### config.mk
export PLATFORM = sky130hd
export DESIGN_NAME = dpram_stream_reader
export DESIGN_NICKNAME = d
export VERILOG_FILES = /design/src/rtl/dpram_stream_reader.sv
export SDC_FILE = /design/constraint.sdc
export NUM_CORES = 1
export LEC_CHECK = 0
export BUFFER_PORTS_ARGS = -buffer_cell sky130_fd_sc_hd__buf_2
export CELL_PAD_IN_SITES_DETAIL_PLACEMENT = 0
export CELL_PAD_IN_SITES_GLOBAL_PLACEMENT = 1
export CORE_MARGIN = 3
export CORE_UTILIZATION = 46
export CTS_BUF_LIST = sky130_fd_sc_hd__clkbuf_8
export DETAILED_ROUTE_END_ITERATION = 12
export GPL_TIMING_DRIVEN = 0
export PLACE_DENSITY_LB_ADDON = 0.3
export SLEW_MARGIN = 25
export SYNTH_ARGS = -nofsm -noshare
export SYNTH_HDL_FRONTEND = slang
export SYNTH_SLANG_ARGS = --single-unit
### constraint.sdc
create_clock -name clk -period 4 [get_ports clk]
set_input_delay 0.6 -clock clk [delete_from_list [all_inputs] [get_ports clk]]
set_output_delay 0.6 -clock clk [all_outputs]
set_load 0.01 [all_outputs]
### src/rtl/dpram_stream_reader.sv
// Streams a contiguous dpram address range (1-cycle registered read) as valid/ready beats
// through a 2-entry skid buffer. Define DPRAM_RD_DOUBLE_EN to compile in pixel doubling.
module dpram_stream_reader #(
  parameter int ADDR_WIDTH = 8,
  parameter int DATA_WIDTH = 8,
  parameter int LEN_WIDTH  = 9
) (
  input  logic                  clk,
  input  logic                  rst_n,
  input  logic                  i_start,
  input  logic [ADDR_WIDTH-1:0] i_base_addr,
  input  logic [LEN_WIDTH-1:0]  i_len,
  input  logic                  i_abort,
  input  logic                  i_dbl,
  output logic [ADDR_WIDTH-1:0] o_rd_addr,
  input  logic [DATA_WIDTH-1:0] i_rd_data,
  output logic [DATA_WIDTH-1:0] o_out_data,
  output logic                  o_out_valid,
  input  logic                  i_out_ready,
  output logic                  o_busy,
  output logic                  o_done
);

  typedef enum logic [1:0] {IDLE, FETCH, DRAIN} state_t;

  state_t                r_state;
  state_t                w_state_nxt;
  logic [ADDR_WIDTH-1:0] r_rd_addr;
  logic [LEN_WIDTH-1:0]  r_issue_left;
  logic [LEN_WIDTH-1:0]  r_pop_left;
  logic                  r_inflight;
  logic                  r_done;
  logic [DATA_WIDTH-1:0] r_buf0;
  logic [DATA_WIDTH-1:0] r_buf1;
  logic [1:0]            r_cnt;

  logic       w_busy;
  logic       w_idle_start;
  logic       w_accept;
  logic       w_abort;
  logic       w_hs;
  logic       w_pop;
  logic       w_push;
  logic       w_issue;
  logic       w_last_issue;
  logic       w_last_pop;
  logic [1:0] w_occ;
  logic [2:0] w_commit;

  assign w_busy       = (r_state != IDLE);
  assign w_idle_start = (r_state == IDLE) && i_start;
  assign w_accept     = w_idle_start && (i_len != '0);
  assign w_abort      = i_abort && w_busy;
  assign w_hs         = o_out_valid && i_out_ready;

`ifdef DPRAM_RD_DOUBLE_EN
  logic r_dbl;
  logic r_phase;

  // r_phase marks that the head entry has already been emitted once
  always_ff @(posedge clk) begin
    if (!rst_n) begin
      r_dbl   <= 1'b0;
      r_phase <= 1'b0;
    end else if (w_accept) begin
      r_dbl   <= i_dbl;
      r_phase <= 1'b0;
    end else if (w_abort) begin
      r_phase <= 1'b0;
    end else if (w_hs && r_dbl) begin
      r_phase <= ~r_phase;
    end
  end

  assign w_pop = w_hs && (!r_dbl || r_phase);
`else
  logic w_unused_dbl;
  assign w_unused_dbl = i_dbl;
  assign w_pop        = w_hs;
`endif

  // Issue only if the buffer can still absorb everything already committed plus this read
  assign w_occ        = r_cnt - {1'b0, w_pop};
  assign w_commit     = {1'b0, w_occ} + {2'b00, r_inflight};
  assign w_issue      = (r_state == FETCH) && !w_abort && (w_commit < 3'd2);
  assign w_push       = r_inflight && !w_abort;
  assign w_last_issue = w_issue && (r_issue_left == LEN_WIDTH'(1));
  assign w_last_pop   = w_pop && !w_abort && (r_pop_left == LEN_WIDTH'(1));

  always_comb begin
    w_state_nxt = r_state;
    case (r_state)
      IDLE:    if (w_accept) w_state_nxt = FETCH;
      FETCH:   if (w_last_issue) w_state_nxt = DRAIN;
      DRAIN:   if (w_last_pop) w_state_nxt = IDLE;
      default: w_state_nxt = IDLE;
    endcase
    if (w_abort) w_state_nxt = IDLE;
  end

  always_ff @(posedge clk) begin
    if (!rst_n) begin
      r_state      <= IDLE;
      r_rd_addr    <= '0;
      r_issue_left <= '0;
      r_pop_left   <= '0;
      r_inflight   <= 1'b0;
      r_done       <= 1'b0;
    end else begin
      r_state    <= w_state_nxt;
      r_inflight <= w_issue;
      r_done     <= w_last_pop || (w_idle_start && (i_len == '0));
      if (w_accept) begin
        r_rd_addr    <= i_base_addr;
        r_issue_left <= i_len;
        r_pop_left   <= i_len;
      end else begin
        if (w_issue) begin
          r_rd_addr    <= r_rd_addr + ADDR_WIDTH'(1);
          r_issue_left <= r_issue_left - LEN_WIDTH'(1);
        end
        if (w_pop) r_pop_left <= r_pop_left - LEN_WIDTH'(1);
      end
    end
  end

  // Skid buffer: r_buf0 is the head and drives the stream directly
  always_ff @(posedge clk) begin
    if (!rst_n) begin
      r_cnt  <= 2'd0;
      r_buf0 <= '0;
    end else if (w_abort) begin
      r_cnt <= 2'd0;
    end else begin
      case ({w_push, w_pop})
        2'b10: begin
          if (r_cnt == 2'd0) r_buf0 <= i_rd_data;
          r_cnt <= r_cnt + 2'd1;
        end
        2'b01: begin
          r_buf0 <= r_buf1;
          r_cnt  <= r_cnt - 2'd1;
        end
        2'b11:   r_buf0 <= (r_cnt == 2'd2) ? r_buf1 : i_rd_data;
        default: ;
      endcase
    end
  end

  always_ff @(posedge clk) begin
    if (w_push && (((r_cnt == 2'd1) && !w_pop) || ((r_cnt == 2'd2) && w_pop)))
      r_buf1 <= i_rd_data;
  end

  assign o_rd_addr   = r_rd_addr;
  assign o_out_data  = r_buf0;
  assign o_out_valid = (r_cnt != 2'd0);
  assign o_busy      = w_busy;
  assign o_done      = r_done;

endmodule

**Yosys cells after proc, flatten, opt, wreduce, memory -nomap -nowiden**

Index checks and enable logic that the tools add are counted.

- Add/sub/neg operators: 7
- Order comparisons: 1
- Equal/unequal tests: 13
- Bitwise operators: 2
- Muxes and demuxes: 14
- Reductions and logical operators: 31

Operators by type and width:

| operator | count |
|---|---|
| 9-bit 2-to-1 mux | 4 |
| 8-bit 2-to-1 mux | 4 |
| 8-bit case mux with 3 select lines | 1 |
| 9-bit by 1-bit == test with 1-bit output (second input constant) | 2 |
| 9-bit by 1-bit subtractor with 9-bit output (second input constant) | 2 |
| 1-bit logical AND | 14 |
| 2-bit nonzero test | 5 |
| 9-bit zero test | 1 |
| 9-bit nonzero test | 1 |
| 8-bit by 1-bit adder with 8-bit output (second input constant) | 1 |
| 2-bit == test (second input constant) | 4 |
| 2-bit != test (second input constant) | 4 |
| 2-bit by 1-bit == test with 1-bit output (second input constant) | 3 |
| 2-bit 2-to-1 mux | 3 |
| 2-bit case mux with 3 select lines | 1 |
| 3-bit AND reduction | 2 |
| 2-bit zero test | 2 |
| 2-bit case mux with 2 select lines | 1 |
| 2-bit by 1-bit adder with 3-bit output | 1 |
| 3-bit by 2-bit < comparator with 1-bit output (second input constant) | 1 |
| 3-bit nonzero test | 1 |
| 2-bit by 1-bit adder with 2-bit output (second input constant) | 1 |
| 1-bit zero test | 2 |
| 1-bit logical OR | 2 |
| other kinds (4) | 5 |

- Logic and storage cells: 77
- Bits in registers: 48
- Output and inout bits: 19
- Input bits: 31

**Depth between registers and ports, before layout**

Gate-level depths: netlist of run 1.

- Depth after elaboration: 9
- Gate-level depth with buffers: 12
- Depth with buffers taken out: 10

**Least setup slack after synthesis of run 1**

OpenSTA, ideal clock, no wires.

- Path kind: reg2reg
- Start point: register r_cnt[0]
- End point: register r_rd_addr[7] (netlist: o_rd_addr[7])
- Data required time: 3926 ps
- Arrival: 2548 ps
- Setup slack: 1378 ps
- Period minus slack after synthesis: 2622 ps
- Cell stages (with the launch flop): 12
- Buffers on the path: 1
- Setup time: 74 ps
- Cell sequence: dfxtp_1 -> inv_1 -> ha_1 -> inv_1 -> nand2_1 -> inv_1 -> clkbuf_1 -> ha_1 -> xnor2_1 -> nand3_1 -> or4_1 -> a31oi_1

- Word-level cells in the longest chain between the ends: 7

Ends and longest elaborated chain:

| element | RTL line | source |
|---|---|---|
| start: declaration | 35 | `logic [1:0] r_cnt;` |
| start signal: assignment | 138 | `r_cnt <= r_cnt + 2'd1;` |
| start signal: assignment | 142 | `r_cnt <= r_cnt - 2'd1;` |
| 2-bit nonzero test | 157 | `assign o_out_valid = (r_cnt != 2'd0);` |
| net o_out_valid | 18 | `output logic o_out_valid,` |
| 1-bit logical AND | 54 | `assign w_hs = o_out_valid && i_out_ready;` |
| 2-bit by 1-bit subtractor with 2-bit output | 83 | `assign w_occ = r_cnt - {1'b0, w_pop};` |
| 2-bit by 1-bit adder with 3-bit output | 84 | `assign w_commit = {1'b0, w_occ} + {2'b00, r_inflight};` |
| 3-bit by 2-bit < comparator with 1-bit output | 85 | `assign w_issue = (r_state == FETCH) && !w_abort && (w_commit < 3'd2);` |
| 1-bit logical AND | 85 |  |
| 2-bit nonzero test (no line) | n/a |  |
| end signal: assignment | 114 | `r_rd_addr <= i_base_addr;` |
| end signal: assignment | 119 | `r_rd_addr <= r_rd_addr + ADDR_WIDTH'(1);` |
| end: declaration | 28 | `logic [ADDR_WIDTH-1:0] r_rd_addr;` |

The timed path passes the listed nets, and every way through them passes these cells.
A chain may end at the register's enable or synchronous reset.

**Final worst setup path of run 1**

- Start point: register r_cnt[0]
- End point: register r_state[1]

- Word-level cells in the longest chain between the ends: 9
- Elaborated cells between the ends (all ways): 12
- Classes of those cells: add/sub (2); order compare (1); eq/ne (2); reduce/logical (7)

Ends and longest elaborated chain:

| element | RTL line | source |
|---|---|---|
| 2-bit nonzero test | 157 |  |
| 1-bit logical AND | 54 |  |
| 2-bit by 1-bit subtractor with 2-bit output | 83 |  |
| 2-bit by 1-bit adder with 3-bit output | 84 |  |
| 3-bit by 2-bit < comparator with 1-bit output | 85 |  |
| 1-bit logical AND | 85 |  |
| 1-bit logical AND | 87 | `assign w_last_issue = w_issue && (r_issue_left == LEN_WIDTH'(1));` |
| 2-bit != test (no line) | n/a |  |
| 3-bit AND reduction (no line) (*) | n/a |  |
| end signal: assignment | 110 | `r_state <= w_state_nxt;` |
| end: declaration | 26 | `state_t r_state;` |

Mark *: on every way between the ends. The rest lies on a longest branch, timed or not.

==> flow_summary.yaml, run 1 <==
outcome:
  status: "finished clean"
critical_path:
  crit_path_start_kind: "register"
  worstSetupPathType: "reg -> reg"
  rr_worst_depth: 12
  startpoint: "r_cnt[0]$_SDFFE_PP0P_"
  r2r_start: "r_cnt[0]$_SDFFE_PP0P_"
  required_ns: 4.24
  worst-path-max-fanout: 12
  timing.rr.end: "r_state[1]$_SDFFE_PP0P_"
  cp-end-kind: "register"
  crit_arrival_ns: 3.37
  r2r_setup_slack_ns: 0.87
clock_tree:
  path_clk_slew_ns: 0.09
  cts_tree: "done"
  clkLatencyLatePin_ns: 0.30
  root_buffer: "clkbuf_8"
  h-tree-depth: 2
  cts_made_buffers: 5
  clockBufferDepth: 2
  cts_resized: 0
  cts.hold.buffers_added: 0
  cts_setup_buffers: 0
  cts.sinks: 48
timing:
  drv_slew: 0
  worst_pin_slew_ns: 0.843
  fin_setup_tns_ns: 0
  fin_crit_sh: 0.783
  fmax_ghz: 0.319
  fin_crit_ns: 3.13
  timing.slew.headroom: 0.438
  fin_skew_ns: 0.00721
  rsz0062_at_grt: "false"
  finalSetupViolCount: 0
  hold_violations: 0
global_routing:
  grtUsageTotal: 0.218
  grt-ovfl-total: 0
  grt_pass1_wl_mm: 11.0
  grt_pass1_vias: 2256
  grt_max_degree: 15
  antenna_found_initial: 0
floorplanning:
  initial_utilization: 0.492
  fp.dieH_um: 81.3
  core.rowCount: 26
  die_w_um: 81.3
  io_pins: 50
  dieArea_mm2: 0.00661
  placeableCoreArea_mm2: 0.00530
yosys:
  synthTopCellsByArea: "dfxtp_1, edfxtp_1, ha_1, a21oi_1, o21ai_0"
  syn_nets: 332
  synthesis.area_mm2: 0.00261
  synth_top_area_frac: 0.307
  ys_seq_area_frac: 0.399
  syn_avg_cell_area_um2: 9.06
  synth.largest_area_cell: "dfxtp_1"
  synth_common_cells: "dfxtp_1, a21oi_1, nand2_1, o21ai_0, ha_1"
  yosysMostFrequentCell: "dfxtp_1"
  synthCells: 288
  ys_async_sr_fraction: 0
  synth_cell_types: 58
  synth_edf_count: 8
  ys.flop_type: "dfxtp_1"
  synth-seq-cells: 48
  yosys_warnings: 0
placed_design:
  dp_hpwl_mm: 4.97
  dp_cells: 405
  gp_congestion: 0.805
  port_buffers: 47
final_layout:
  fin_nets: 386
  diodes: 0
  drive_gt1_frac: 0.213
  area_delta_synth_final_pct: 16.4
  stdcell_count: 413
  n_fill_cell: 500
power_and_ir_drop:
  p_int_mw: 0.878
  pwr-share-clk: 0.263
  leakage_nw: 1.21
  power.net_switching_mw: 0.425
  powerDensity_mw_per_mm2: 429
  seq_power_share: 0.446
  ir_drop_uv: 191
  p_sw_frac: 0.326
  power_frac_comb: 0.291
worst_hold_path:
  holdPathStages: 1
  holdPathEnd: "r_issue_left[8]$_SDFFE_PN0P_"
  worstHoldStart: "r_issue_left[8]$_SDFFE_PN0P_"
  hp-class: "reg -> reg"
routing:
  via_per_inst: 5.84
  wl_mm: 6.68
  drt_iter0_drc: 177
  wire_per_inst_um: 16.2
  drt_pass1_iterations: 4
  vias: 2410
  ant_nets: 0
  drc: 0
run:
  maxCapViolCount: 0
cell usage in the layout, fill, tap and decap left out, types with 2 or more instances in the layout:
master,instances
buf_2,49
dfxtp_1,40
a21oi_1,25
o21ai_0,21
nand2_1,21
ha_1,13
inv_1,12
clkbuf_1,10
nand3_1,10
and3_1,9
a31oi_1,9
nor2_1,8
xnor2_1,8
nand4_1,8
nor2b_1,8
edfxtp_1,8
a221oi_1,7
a31o_2,7
nor3_1,5
clkbuf_8,5
or2_2,3
clkinv_1,3
or4_1,3
xor2_1,3
or4_4,2
or3_1,2
o311ai_0,2
o31a_1,2
a311oi_1,2
buf_4,2
o211ai_1,2
nand3b_1,2
o31ai_1,2
a211oi_1,2
nor4_1,2
a222oi_1,2
through the flow:
stage | util | setup slack [ns] | cell area (um2) | hold slack (ns) | total power [mW]
2_1_floorplan | - | 1.38 | 2610 | 0.421 | 0.849
3_3_place_gp | 0.553 | 0.913 | 2930 | 0.437 | 0.965
3_5_place_dp | 0.553 | 0.884 | 2930 | 0.447 | 0.968
4_1_cts | 0.573 | 0.853 | 3040 | 0.462 | 1.31
5_1_grt | 0.573 | 0.491 | 3040 | 0.486 | 1.39
6_report | 0.573 | 0.869 | 3040 | 0.467 | 1.30
worst max path at each step:
stage / cells past startpoint / to / slack [ns]
CTS: 12 / r_issue_left[6]$_SDFFE_PN0P_ / 0.85
detailed placement: 12 / r_issue_left[6]$_SDFFE_PN0P_ / 0.88
floorplan: 11 / o_rd_addr[7]$_SDFFE_PN0P_ / 1.38
finish: 12 / r_state[1]$_SDFFE_PP0P_ / 0.87
global route: 12 / r_issue_left[6]$_SDFFE_PN0P_ / 0.49
global placement: 12 / r_state[1]$_SDFFE_PP0P_ / 0.91
layer usage:
layer	part of all wire	global-route usage	vias up
li1	-	-	1207
met1	0.50	0.311	1120
met2	0.43	0.332	74
met3	0.056	0.0399	9
met4	0.013	0.0676	0
met5	0	0	-
cells by family (layout without fill, tap and decap cells):
logic type,count (synthesis),in the layout,share of synthesized area
flip-flops,48,48,0.399
adder cells (fa/ha/maj),13,13,0.0623
buffers and inverters,28,83,0.0441
AO/OA/AOI/OAI,96,96,0.253
XOR/XNOR,11,11,0.0369
AND/OR/NAND/NOR,92,92,0.205
registers in the layout, summed over array words and instances (netlist names):
signal	cells
r_issue_left	9
r_cnt	2
r_pop_left	9
o_out_data	8
o_rd_addr	8
r_buf1	8
o_done	1
r_state	2
r_inflight	1
area by class of cell:
type / instances / area (um2) / share of cell area
Multi-Input combinational cell: 212 / 1450 / 0.478
Sequential cell: 48 / 1040 / 0.343
Timing Repair Buffer: 47 / 235 / 0.0774
Tap cell: 70 / 87.6 / 0.0288
Clock buffer: 5 / 68.8 / 0.0226
Buffer: 15 / 66.3 / 0.0218
Inverter: 13 / 48.8 / 0.0161
Clock inverter: 3 / 37.5 / 0.0124
power groups by stage:
stage                     sequential, mW  clock (mW)  combinational, mW
final                              0.581       0.343              0.379
after global routing               0.590       0.367              0.428
after CTS                          0.580       0.355              0.379
after detailed placement           0.592           0              0.377
after global placement             0.590           0              0.375
after floorplan                    0.596           0              0.253
critical path: stages, from the launching register on:
cell and delay [ns]:
dfxtp_1 0.39, inv_1 0.10, ha_1 0.24, inv_1 0.10, nand2_1 0.07, inv_1 0.07, clkbuf_1 0.41, ha_1 0.26
xnor2_1 0.27, nand3_1 0.37, clkbuf_1 0.32, or2_2 0.34, a21oi_1 0.13
Power figures use the tool's default switching activity.
==> run 2, diff against run 1 <==
Settings changed: ABC_AREA from default to 1, CORE_UTILIZATION 46 to 37.
Clock period 4 ns to 2.8 ns, I/O delays scaled along.
==> run 2 against run 1 <==
  * Highest routed layer unchanged
  * First-iteration DRC count fell by 54%
  * Setup slack got worse by 0.54 ns
  * Clock power increased by 46%
  * Non-clock buffer count is the same
  * Clock skew grew 0.00081 ns
  * Largest cell class unchanged
==> flow_summary.yaml, run 2 <==
critical_path:
  required_ns: 2.99
  crit_arrival_ns: 2.66
  timing.rr.end: "r_state[0]$_SDFFE_PP0P_"
  worstSetupPathType: "reg -> reg"
  cp-end-kind: "register"
  r2r_start: "r_cnt[0]$_SDFFE_PP0P_"
  worst-path-max-fanout: 12
  rr_worst_depth: 16
  crit_path_start_kind: "register"
  r2r_setup_slack_ns: 0.33
timing:
  finalSetupViolCount: 0
  hold_violations: 0
  worst_pin_slew_ns: 0.792
  holdWs_ns: 0.301
  fin_crit_sh: 0.883
  rsz0062_at_grt: "false"
  fin_skew_ns: 0.00802
  fin_crit_ns: 2.47
  timing.slew.headroom: 0.472
  fmax_ghz: 0.404
  drv_slew: 0
  fin_setup_tns_ns: 0
clock_tree:
  h-tree-depth: 2
  cts_tree: "done"
  cts.sinks: 48
  clockBufferDepth: 2
  cts_setup_buffers: 0
  clkLatencyLatePin_ns: 0.30
  cts_resized: 0
  cts_made_buffers: 5
  path_clk_slew_ns: 0.09
  cts.hold.buffers_added: 0
  root_buffer: "clkbuf_8"
yosys:
  synth_cell_types: 33
  ys_seq_area_frac: 0.358
  synth.largest_area_cell: "dfxtp_1"
  ys.flop_type: "dfxtp_1"
  ys_async_sr_fraction: 0
  synthCells: 414
  synth_top_area_frac: 0.275
  yosysMostFrequentCell: "nand2_1"
  syn_avg_cell_area_um2: 7.02
  synth-seq-cells: 48
  synth_edf_count: 8
  yosys_warnings: 0
  synthesis.area_mm2: 0.00291
  synthTopCellsByArea: "dfxtp_1, nand3_1, nand2_1, inv_1, edfxtp_1"
  syn_nets: 458
  synth_common_cells: "nand2_1, inv_1, nand3_1, dfxtp_1, nor2_1"
power_and_ir_drop:
  powerDensity_mw_per_mm2: 590
  ir_drop_uv: 231
  leakage_nw: 1.68
floorplanning:
  core.rowCount: 31
  fp.dieH_um: 94.7
  io_pins: 50
  placeableCoreArea_mm2: 0.00745
  initial_utilization: 0.390
  dieArea_mm2: 0.00896
  die_w_um: 94.7
final_layout:
  fin_nets: 512
  layout_commonest_cell: "nand2_1"
  diodes: 0
  drive_gt1_frac: 0.179
  biggestRegsByFlops: "r_issue_left: 9 flops, r_pop_left: 9 flops"
  final_cell_mix: "nand2_1, inv_1, nand3_1"
  area_delta_synth_final_pct: 16.1
routing:
  drc: 0
  wire_per_inst_um: 13.2
  ant_nets: 0
  wl_mm: 7.47
  drt_pass1_iterations: 5
  via_per_inst: 4.85
  vias: 2756
  drt_iter0_drc: 82
run:
  maxCapViolCount: 0
worst_hold_path:
  holdPathEnd: "r_buf1[1]$_DFFE_PP_"
  worstHoldStart: "i_rd_data[1]"
  holdPathStages: 1
  hp-class: "in -> reg"
placed_design:
  dp_hpwl_mm: 5.79
  port_buffers: 47
  gp_congestion: 0.822
global_routing:
  grt-ovfl-total: 0
  grtUsageTotal: 0.175
  grt_busiest_layer: "met2"
  grt_max_degree: 15
  use_met2: 0.291
  grt_pass1_vias: 2650
  antenna_found_initial: 0
  met1_usage: 0.225
  grt_use_met3: 0.0359
  grt_pass1_wl_mm: 12.2
outcome:
  status: "finished clean"
## run 2: cell count changes in the layout (fill, tap and decap cells not counted), sizes merged, moves of 5 or more
cell,previous run,this run
a221oi,7,0
or4,5,0
nand2,21,75
o21ai,21,27
clkbuf,15,9
inv,12,73
nor2,8,44
nor2b,8,0
nand3,10,72
and3,9,0
a31oi,9,2
buf,52,58
a31o,7,0
## run 2: where the power goes
group,leakage [nW],switching [mW],internal [mW]
Clock,0.0593,0.238,0.262
Sequential,0.401,0.0596,0.773
Combinational,1.22,0.411,0.248
Total,1.68,0.709,1.28
## run 2: worst max-delay path by stage
| stage | from | to | slack, ns | cells after the start |
|---|---|---|---|---|
| finish | r_cnt[0]$_SDFFE_PP0P_ | r_state[0]$_SDFFE_PP0P_ | 0.33 | 16 |
| global route | r_cnt[0]$_SDFFE_PP0P_ | r_issue_left[3]$_SDFFE_PN0P_ | 0.07 | 17 |
| CTS | r_cnt[0]$_SDFFE_PP0P_ | r_state[0]$_SDFFE_PP0P_ | 0.31 | 16 |
| detailed placement | r_cnt[0]$_SDFFE_PP0P_ | r_state[0]$_SDFFE_PP0P_ | 0.32 | 16 |
| global placement | r_cnt[0]$_SDFFE_PP0P_ | r_state[0]$_SDFFE_PP0P_ | 0.38 | 16 |
| floorplan | r_cnt[0]$_SDFFE_PP0P_ | r_issue_left[7]$_SDFFE_PN0P_ | 0.70 | 17 |
## run 2: critical path, stage by stage (launching register included)
cell and delay, ns:
dfxtp_1 0.38, inv_1 0.10, ha_1 0.21, inv_2 0.09, nand2_1 0.07, inv_1 0.07
buf_2 0.27, ha_1 0.22, inv_1 0.04, nand2_1 0.05, nand2_1 0.08, nor2_4 0.25
nand2_4 0.11, inv_2 0.17, nand2_1 0.10, nand3_1 0.08, a21oi_1 0.07
## run 2: cells by family after synthesis
kind of cell | share of synthesized area
AO/OA/AOI/OAI | 0.113
XOR/XNOR | 0.0271
adder cells (fa/ha/maj) | 0.0559
buffers and inverters | 0.128
flip-flops | 0.358
AND/OR/NAND/NOR | 0.318
## run 2: metal layers
metal,routed length (um),vias up
met2,3400,78
met1,3490,1235
met5,0,-
met4,117,0
met3,463,8
li1,-,1435
## run 2: stage by stage
stage          power [mW]  setup WS (ns)  area, um2  cells  utilization
6_report             1.99          0.327       3370    568        0.453
4_1_cts              2.02          0.307       3370    568        0.453
2_1_floorplan        1.32          0.697       2910    414            -
3_3_place_gp         1.50          0.378       3270    560        0.439
3_5_place_dp         1.51          0.323       3270    560        0.439
5_1_grt              2.14         0.0697       3370    568        0.453
## run 2: cell type report
cell class,count,area [um2]
timing repair buffer,47,235
inverter,72,270
clock inverter,3,38.8
buffer,15,101
tap,99,124
sequential,48,1040
fill,792,4070
clock buffer,5,68.8
multi-input combinational,279,1500
==> run 3, diff against run 2 <==
Settings changed: CELL_PAD_IN_SITES_DETAIL_PLACEMENT 0 to default, CELL_PAD_IN_SITES_GLOBAL_PLACEMENT 1 to default, CORE_UTILIZATION 37 to 50.
==> run 3 against run 2 <==
  * Clock skew grew 0.0020 ns
  * Die area fell by 24%
  * Register-to-register slack improved by 0.07 ns
  * Sequential power about the same
  * Critical path type unchanged
  * Design area fell by 0.89%
  * Final cell count decreased by 4.8%
  * Clock power up 3%
  * Largest cell class unchanged
  * Combinational power shrank 0.6%
  * Utilization increased by 15 points
  * Clock-buffer cell count unchanged
  * Sequential share of layout area increased by 0.28 points
==> flow_summary.yaml, run 3 (synthesis results as in run 2) <==
critical_path:
  worstSetupPathType: "reg -> reg"
  crit_path_start_kind: "register"
  worst-path-max-fanout: 12
  r2r_start: "r_cnt[0]$_SDFFE_PP0P_"
  required_ns: 3.01
  path_cells: "inv_1, ha_1, inv_2, nand2_1, inv_1, buf_2, ha_1, inv_1, nand2_1, nand2_1, nor2_4, nand2_4, buf_6, nand3_1, nand3_1, nand2_1, inv_1"
  slowest_delay_ns: 0.38
  cp-end-kind: "register"
  rr_worst_depth: 17
  crit_slowest_cell: "dfxtp_1"
  crit_arrival_ns: 2.61
  startpoint: "r_cnt[0]$_SDFFE_PP0P_"
floorplanning:
  io_pins: 50
  dieArea_mm2: 0.00677
  die_w_um: 82.3
  initial_utilization: 0.522
  fp.dieH_um: 82.3
  placeableCoreArea_mm2: 0.00557
  core.rowCount: 27
clock_tree:
  clkLatencyLatePin_ns: 0.31
  cts_setup_buffers: 0
  root_buffer: "clkbuf_8"
  cts_made_buffers: 5
  h-tree-depth: 2
  cts.sinks: 48
  cts.hold.buffers_added: 0
  clockBufferDepth: 2
  cts_resized: 0
  cts_tree: "done"
  path_clk_slew_ns: 0.10
power_and_ir_drop:
  power_frac_comb: 0.327
  seq_power_share: 0.416
  pwr-share-clk: 0.257
  leakage_nw: 1.68
  p_int_mw: 1.29
  powerDensity_mw_per_mm2: 599
  power.net_switching_mw: 0.716
  ir_drop_uv: 276
  p_sw_frac: 0.357
global_routing:
  grt_max_degree: 16
  grt-ovfl-total: 0
  grtUsageTotal: 0.217
  grt_pass1_wl_mm: 11.5
  grt_pass1_vias: 2558
  antenna_found_initial: 0
worst_hold_path:
  worstHoldStart: "i_rd_data[1]"
  holdPathStages: 1
  hp-class: "in -> reg"
routing:
  drt_iter0_drc: 148
  drc: 0
  wire_per_inst_um: 13.0
  vias: 2795
  wl_mm: 7.02
  drt_pass1_iterations: 4
  via_per_inst: 5.17
  ant_nets: 0
timing:
  finalSetupViolCount: 0
  fin_skew_ns: 0.00999
  holdWs_ns: 0.292
  rsz0062_at_grt: "false"
  fin_setup_tns_ns: 0
  fin_crit_sh: 0.858
  fin_crit_ns: 2.40
  drv_slew: 0
  fin_ws_ns: 0.397
  hold_violations: 0
  worst_pin_slew_ns: 0.786
  timing.slew.headroom: 0.476
  fmax_ghz: 0.416
outcome:
  status: "finished clean"
final_layout:
  multiInputGateArea_mm2: 0.00150
  final_cell_mix: "nand2_1, inv_1, nand3_1"
  fin_nets: 512
  drive_gt1_frac: 0.179
  area_delta_synth_final_pct: 15.0
  post-route-util: 0.600
  biggestRegsByFlops: "r_issue_left: 9 flops, r_pop_left: 9 flops"
  n_fill_cell: 538
  layout_commonest_cell: "nand2_1"
  regArea_mm2: 0.00104
  stdcell_count: 541
  diodes: 0
placed_design:
  dp_hpwl_mm: 5.34
  gp_congestion: 0.889
  dp_cells: 533
  dp_worst_setup_slack_ns: 0.424
  port_buffers: 47
run:
  maxCapViolCount: 0
==> run 3: changes by cell type in the layout (fill, tap and decap cells not counted), sizes merged <==
cell	before	now
clkinv	1	2
inv	73	72
==> run 3: worst paths after layout <==
kind	slack, ns	to
worst max-delay path	0.40	r_issue_left[7]$_SDFFE_PN0P_
worst min-delay path	0.29	r_buf1[1]$_DFFE_PP_
worst max register to register	0.40	r_issue_left[7]$_SDFFE_PN0P_
worst min register to register	0.50	o_rd_addr[7]$_SDFFE_PN0P_
==> run 3: per-stage QoR <==
step | instance area (um2) | total power [mW]
2_1_floorplan | 2910 | 1.32
3_3_place_gp | 3230 | 1.48
3_5_place_dp | 3230 | 1.50
4_1_cts | 3340 | 2.01
5_1_grt | 3340 | 2.14
6_report | 3340 | 2.00
==> run 3: worst max-delay path, delay by kind of cell, from the launching register on <==
family                   cells  cell delay, ns
buffers and inverters        7            0.77
AND/OR/NAND/NOR              8            0.72
adder cells (fa/ha/maj)      2            0.43
flip-flops                   1            0.38
==> run 3: per-layer routing <==
metal,track usage,vias to the layer above,share of wire
met4,0.0465,0,0.0097
met3,0.0336,9,0.061
met1,0.290,1267,0.46
met5,0,-,0
met2,0.369,85,0.47
li1,-,1434,-
==> run 3: layout make-up <==
cell class,instances,share of cell area
Tap cell,72,0.0269
Inverter,72,0.0808
Timing Repair Buffer,47,0.0703
Sequential cell,48,0.311
Buffer,15,0.0303
Multi-Input combinational cell,279,0.447
Clock buffer,5,0.0206
Clock inverter,3,0.0127
==> run 3: power by group through the flow <==
stage | combinational [mW] | clock [mW] | sequential, mW
finish | 0.656 | 0.514 | 0.833
global route | 0.745 | 0.548 | 0.844
CTS | 0.655 | 0.520 | 0.832
detailed placement | 0.649 | 0 | 0.847
global placement | 0.633 | 0 | 0.845
floorplan | 0.463 | 0 | 0.854
